[src/rtl/mux_arb_pkg.sv]
// Shared types and helpers for the round-robin select arbiter.
// rr_pick searches req upward from start with wrap-around and returns {found, idx}.
package mux_arb_pkg;

  localparam int N_REQ = 4;
  localparam int SEL_W = 2;

  typedef enum logic {IDLE, GRANT} state_t;

  function automatic logic [N_REQ-1:0] onehot(input logic [SEL_W-1:0] idx);
    onehot      = '0;
    onehot[idx] = 1'b1;
  endfunction

  // Walking the offsets downward leaves the smallest offset from start as the final winner.
  function automatic logic [SEL_W:0] rr_pick(input logic [N_REQ-1:0] req,
                                             input logic [SEL_W-1:0] start);
    logic [SEL_W-1:0] cand;
    rr_pick = '0;
    for (int k = N_REQ - 1; k >= 0; k--) begin
      cand = start + SEL_W'(k);
      if (req[cand]) rr_pick = {1'b1, cand};
    end
  endfunction

endpackage

[src/rtl/rr_sel_arbiter_if.sv]
// Requester-side bundle of the select arbiter: requests/done in, select/grant/status out.
interface rr_sel_arbiter_if import mux_arb_pkg::*; #(
  parameter int CNT_W = 3
);
  logic [N_REQ-1:0] req;
  logic             done;
  logic [SEL_W-1:0] sel;
  logic [N_REQ-1:0] grant;
  logic             busy;
  logic [CNT_W-1:0] dwell_cnt;

  modport master (output req, done, input sel, grant, busy, dwell_cnt);
  modport slave  (input req, done, output sel, grant, busy, dwell_cnt);
endinterface

[src/rtl/rr_priority_pick.sv]
// Combinational wrap-around first-one finder starting at index start.
module rr_priority_pick import mux_arb_pkg::*; (
  input  logic [N_REQ-1:0] req,
  input  logic [SEL_W-1:0] start,
  output logic             found,
  output logic [SEL_W-1:0] idx
);
  assign {found, idx} = rr_pick(req, start);
endmodule

[src/rtl/rr_sel_arbiter.sv]
// Round-robin arbiter driving a 4:1 mux select; grants are held until done, withdrawal or dwell timeout.
// All outputs are registered: req sampled at one edge shows up as a grant right after that edge.
module rr_sel_arbiter import mux_arb_pkg::*; #(
  parameter int DWELL = 8,
  parameter int CNT_W = 3
) (
  input  logic             clk_n,
  input  logic             reset_n,
  rr_sel_arbiter_if.slave  bus
);
  state_t           state, state_nxt;
  logic [SEL_W-1:0] sel_q, sel_nxt;
  logic [SEL_W-1:0] last_ptr, last_nxt;
  logic [N_REQ-1:0] grant_q, grant_nxt;
  logic             busy_q, busy_nxt;
  logic [CNT_W-1:0] cnt_q, cnt_nxt;

  logic [N_REQ-1:0] pick_req;
  logic [SEL_W-1:0] pick_start;
  logic             found;
  logic [SEL_W-1:0] winner;
  logic             rel;

  // While granting, the current owner is masked so a back-to-back grant always moves on.
  assign pick_req   = (state == GRANT) ? (bus.req & ~onehot(sel_q)) : bus.req;
  assign pick_start = (state == GRANT) ? sel_q + SEL_W'(1) : last_ptr + SEL_W'(1);
  assign rel        = bus.done | ~bus.req[sel_q] | (cnt_q == CNT_W'(DWELL - 1));

  rr_priority_pick u_pick (
    .req   (pick_req),
    .start (pick_start),
    .found (found),
    .idx   (winner)
  );

  always_comb begin
    state_nxt = state;
    sel_nxt   = sel_q;
    last_nxt  = last_ptr;
    grant_nxt = grant_q;
    busy_nxt  = busy_q;
    cnt_nxt   = cnt_q;
    case (state)
      IDLE: begin
        if (found) begin
          state_nxt = GRANT;
          sel_nxt   = winner;
          last_nxt  = winner;
          grant_nxt = onehot(winner);
          busy_nxt  = 1'b1;
          cnt_nxt   = '0;
        end
      end
      GRANT: begin
        if (!rel) begin
          cnt_nxt = cnt_q + CNT_W'(1);
        end else if (found) begin
          sel_nxt   = winner;
          last_nxt  = winner;
          grant_nxt = onehot(winner);
          cnt_nxt   = '0;
        end else begin
          state_nxt = IDLE;
          grant_nxt = '0;
          busy_nxt  = 1'b0;
          cnt_nxt   = '0;
        end
      end
      default: state_nxt = IDLE;
    endcase
  end

  // last_ptr starts at the top index so input 0 wins the first arbitration.
  always_ff @(posedge clk_n or posedge reset_n) begin
    if (reset_n) begin
      state    <= IDLE;
      sel_q    <= '0;
      last_ptr <= SEL_W'(N_REQ - 1);
      grant_q  <= '0;
      busy_q   <= 1'b0;
      cnt_q    <= '0;
    end else begin
      state    <= state_nxt;
      sel_q    <= sel_nxt;
      last_ptr <= last_nxt;
      grant_q  <= grant_nxt;
      busy_q   <= busy_nxt;
      cnt_q    <= cnt_nxt;
    end
  end

  assign bus.sel       = sel_q;
  assign bus.grant     = grant_q;
  assign bus.busy      = busy_q;
  assign bus.dwell_cnt = cnt_q;
endmodule

[src/flat_wrapper.sv]
// flat-port wrapper written by rule: the top's interface ports become plain ports
module rr_sel_arbiter_flat import mux_arb_pkg::*;
#(
  parameter int DWELL = 8,
  parameter int CNT_W = 3
)
  (clk_n, reset_n, bus_req, bus_done, bus_sel, bus_grant, bus_busy, bus_dwell_cnt);
  rr_sel_arbiter_if #(.CNT_W(CNT_W)) bus_i ();
  input  logic clk_n;
  input  logic reset_n;
  input wire logic [$bits(bus_i.req)-1:0] bus_req;
  input wire logic [$bits(bus_i.done)-1:0] bus_done;
  output wire logic [$bits(bus_i.sel)-1:0] bus_sel;
  output wire logic [$bits(bus_i.grant)-1:0] bus_grant;
  output wire logic [$bits(bus_i.busy)-1:0] bus_busy;
  output wire logic [$bits(bus_i.dwell_cnt)-1:0] bus_dwell_cnt;
  assign bus_i.req = bus_req;
  assign bus_i.done = bus_done;
  assign bus_sel = bus_i.sel;
  assign bus_grant = bus_i.grant;
  assign bus_busy = bus_i.busy;
  assign bus_dwell_cnt = bus_i.dwell_cnt;
  rr_sel_arbiter #(.DWELL(DWELL), .CNT_W(CNT_W)) u_core (.clk_n(clk_n), .reset_n(reset_n), .bus(bus_i));
endmodule
[config.mk]
export PLATFORM = sky130hd
export DESIGN_NAME = rr_sel_arbiter_flat
export DESIGN_NICKNAME = d
export VERILOG_FILES = /design/src/rtl/mux_arb_pkg.sv /design/src/rtl/rr_sel_arbiter_if.sv /design/src/rtl/rr_priority_pick.sv /design/src/rtl/rr_sel_arbiter.sv /design/src/flat_wrapper.sv
export SDC_FILE = /design/constraint.sdc
export NUM_CORES = 1
export LEC_CHECK = 0
export ABC_CLOCK_PERIOD_IN_PS = 1600
export CAP_MARGIN = 20
export CORE_AREA = 2 2 46 59
export DETAILED_ROUTE_END_ITERATION = 8
export DIE_AREA = 0 0 48 61
export DONT_BUFFER_PORTS = 1
export GPL_TIMING_DRIVEN = 0
export PLACE_DENSITY = 0.61
export SKIP_CTS_REPAIR_TIMING = 1
export SYNTH_ARGS = -nofsm -noshare
export SYNTH_HDL_FRONTEND = slang
export SYNTH_SLANG_ARGS = --single-unit
export TNS_END_PERCENT = 100
[constraint.sdc]
create_clock -name clk_n -period 1.6 [get_ports clk_n]
set_input_delay 0.08 -clock clk_n [delete_from_list [all_inputs] [get_ports clk_n]]
set_output_delay 0.08 -clock clk_n [all_outputs]
set_load 0.03 [all_outputs]
==> flow_summary.yaml <==
run_status:
  outcome: "finished, violations left"
  violations: "setup timing"
synth:
  yosysWarnings: 0
  syn_area_per_cell_um2: 10.1
  synth_edf_count: 0
  syn_area_um2: 902
  synth_flop_cell: "dfrtp_1"
  syn_inst: 89
  ys_seq_area_share_pct: 36.3
  async_reset_ff_share_pct: 100
  ys_types: 37
  ys_ff_latch: 13
  syn_nets: 98
place:
  hpwl_um: 1420
  place_congestion: 0.821
  place_inst: 122
  portBuffers: 0
timing:
  hold_violations: 0
  min_period_over_period_pct: 122
  relSlewSlack_pct: 67.7
  worstMarginPinSlew_ns: 0.484
  fin_skew_ns: 0.00496
  setup_violations: 11
  period_needed_ns: 1.95
  rsz0062_at_grt: "true"
  finalSetupTns_ns: -2.91
  worst_slack_ns: -0.355
  slew_violations: 0
  fmax_ghz: 0.512
drt:
  drc: 0
  drt_wl_total_um: 2000
  viasPerCell: 5.41
  wire_per_inst_um: 15.4
  routed-via-count: 703
  dr.pass1.iters: 4
  drt_iter0_drc: 13
  ant_nets: 0
global_routing:
  grt_pass1_vias: 725
  top_usage_layer: "met2"
  grtUsageTotal_pct: 15.8
  antenna_found_initial: 0
  use_met1_pct: 20.6
  grt_first_pass_wirelength_um: 3290
  met3_usage_pct: 0.893
  overflow: 0
  grt_start_max_net_pins: 14
  grt_use_met2_pct: 26.1
run:
  drv_cap: 0
critical_path:
  cp-start-kind: "register"
  reg2reg_slack_ns: -0.35
  endpoint_kind: "register"
  cp-endpoint: "u_core.bus.sel[0]"
  r2r-end: "u_core.bus.sel[0]"
  critical_path.startpoint: "u_core.bus.sel[1]"
  r2r-start: "u_core.bus.sel[1]"
  r2r_cells: 4
  crit_required_ns: 1.75
  crit_type: "reg2reg"
  worstPathMaxFanout: 8
  worst_ep_arrival_time_ns: 2.11
die:
  die_w_um: 48
  initial_core_util_pct: 37.9
  io_pins: 17
  die_area_um2: 2930
  core-area_um2: 2380
  row_count: 20
  die_y_um: 61
worst_hold_path:
  hp-start: "bus_done"
  hold_class: "in2reg"
layout:
  drive_gt1_share_pct: 41.2
  instances_no_fill: 130
  mostFrequentLayoutCell: "nand2_1"
  area_delta_synth_final_pct: 22.9
  final_nets: 107
  layout_common_cells: "nand2_1, nor2_1, dfrtp_1"
  diodes: 0
power_and_ir_drop:
  ir_drop_mv: 0.918
  power_uw: 2340
  p_per_area_nw_per_um2: 2110
  leakage_uw: 0.000462
cts:
  cts_tree: "yes"
  cts_root_buf: "clkbuf_4"
  numCtsBuffers: 3
  clk_pin_slew_worst_paths_ns: 0.08
  cts_max_path_buffers: 2
  insertion_delay_ns: 0.27
  cts.sinks: 13
  htree_levels: 1
-- how the worst min path moves through the flow --
| stage | to | cells after the start |
|---|---|---|
| 6_report | u_core.bus.dwell_cnt[0] | 3 |
| 3_3_place_gp | u_core.bus.grant[2] | 1 |
| 5_1_grt | u_core.bus.dwell_cnt[0] | 3 |
| 2_1_floorplan | u_core.bus.busy | 1 |
| 3_5_place_dp | u_core.bus.grant[1] | 1 |
| 4_1_cts | u_core.bus.grant[1] | 1 |
-- routing by layer --
layer,vias to the layer above,share of wire [%]
met5,-,0
li1,346,-
met3,4,3.9
met4,0,1.4
met1,340,44
met2,13,50
-- stage by stage --
| stage | util (%) | hold slack [ns] | setup WS [ns] | cell area [um^2] |
|---|---|---|---|---|
| finish | 46.6 | 0.120 | -0.355 | 1110 |
| global route | 46.6 | 0.130 | -0.413 | 1110 |
| CTS | 41.6 | -0.280 | -0.353 | 990 |
| detailed placement | 40.5 | 0.0184 | -0.333 | 963 |
| global placement | 40.5 | 0.0149 | -0.315 | 963 |
| floorplan | - | -0.0446 | -0.211 | 922 |
-- flip-flops by register name, summed over array words and instances (netlist names) --
name / count
u_core.bus.sel: 2
u_core.bus.dwell_cnt: 3
u_core.state: 1
u_core.bus.grant: 4
u_core.bus.busy: 1
u_core.last_ptr: 2
-- cells by family (layout without fill, tap and decap cells) --
kind of cell,count (synthesis),after routing,share of synthesized area [%]
simple gates,28,28,16.0
buf+inv,9,17,5.41
flops,13,13,36.3
mux,13,13,18.0
compound gates,24,24,21.5
fa+ha+maj,2,2,2.77
-- synthesized netlist by cell type, drive strengths merged (2+ instances only) --
cell type,instances,share of area [%]
o21ai,4,2.2
inv,4,1.7
o21a,2,1.7
ha,2,2.8
nand2,8,3.3
a22o,2,1.9
mux2,6,7.5
a32o,2,2.2
dfrtp,11,31
nand2b,3,2.1
dfstp,2,5.8
o22ai,2,1.4
mux2i,6,8.0
o32ai,2,2.8
a21oi,4,2.6
o32a,2,2.2
nor3b,2,1.7
nor3,2,1.1
nor2,9,4.6
buf,5,3.7
-- worst max-delay path: stages, from the launching register on --
cell	delay [ns]
dfrtp_2	0.53
mux4_2	0.58
and3_4	0.21
nor2_4	0.19
mux2_4	0.32
-- area by class of cell --
class / instances / area (um^2)
clock buffer: 4 / 26.3
sequential: 13 / 333
inverter: 4 / 15.0
multi-input combinational: 67 / 619
timing repair buffer: 4 / 32.5
tap: 33 / 41.3
buffer: 5 / 41.3
fill: 223 / 1270
-- where the power goes --
part	switching [uW]	internal, uW
combinational	621	725
sequential	307	486
clock	99.7	96.6
total	1030	1310
Note: power is estimated with default switching activity, not from simulation.
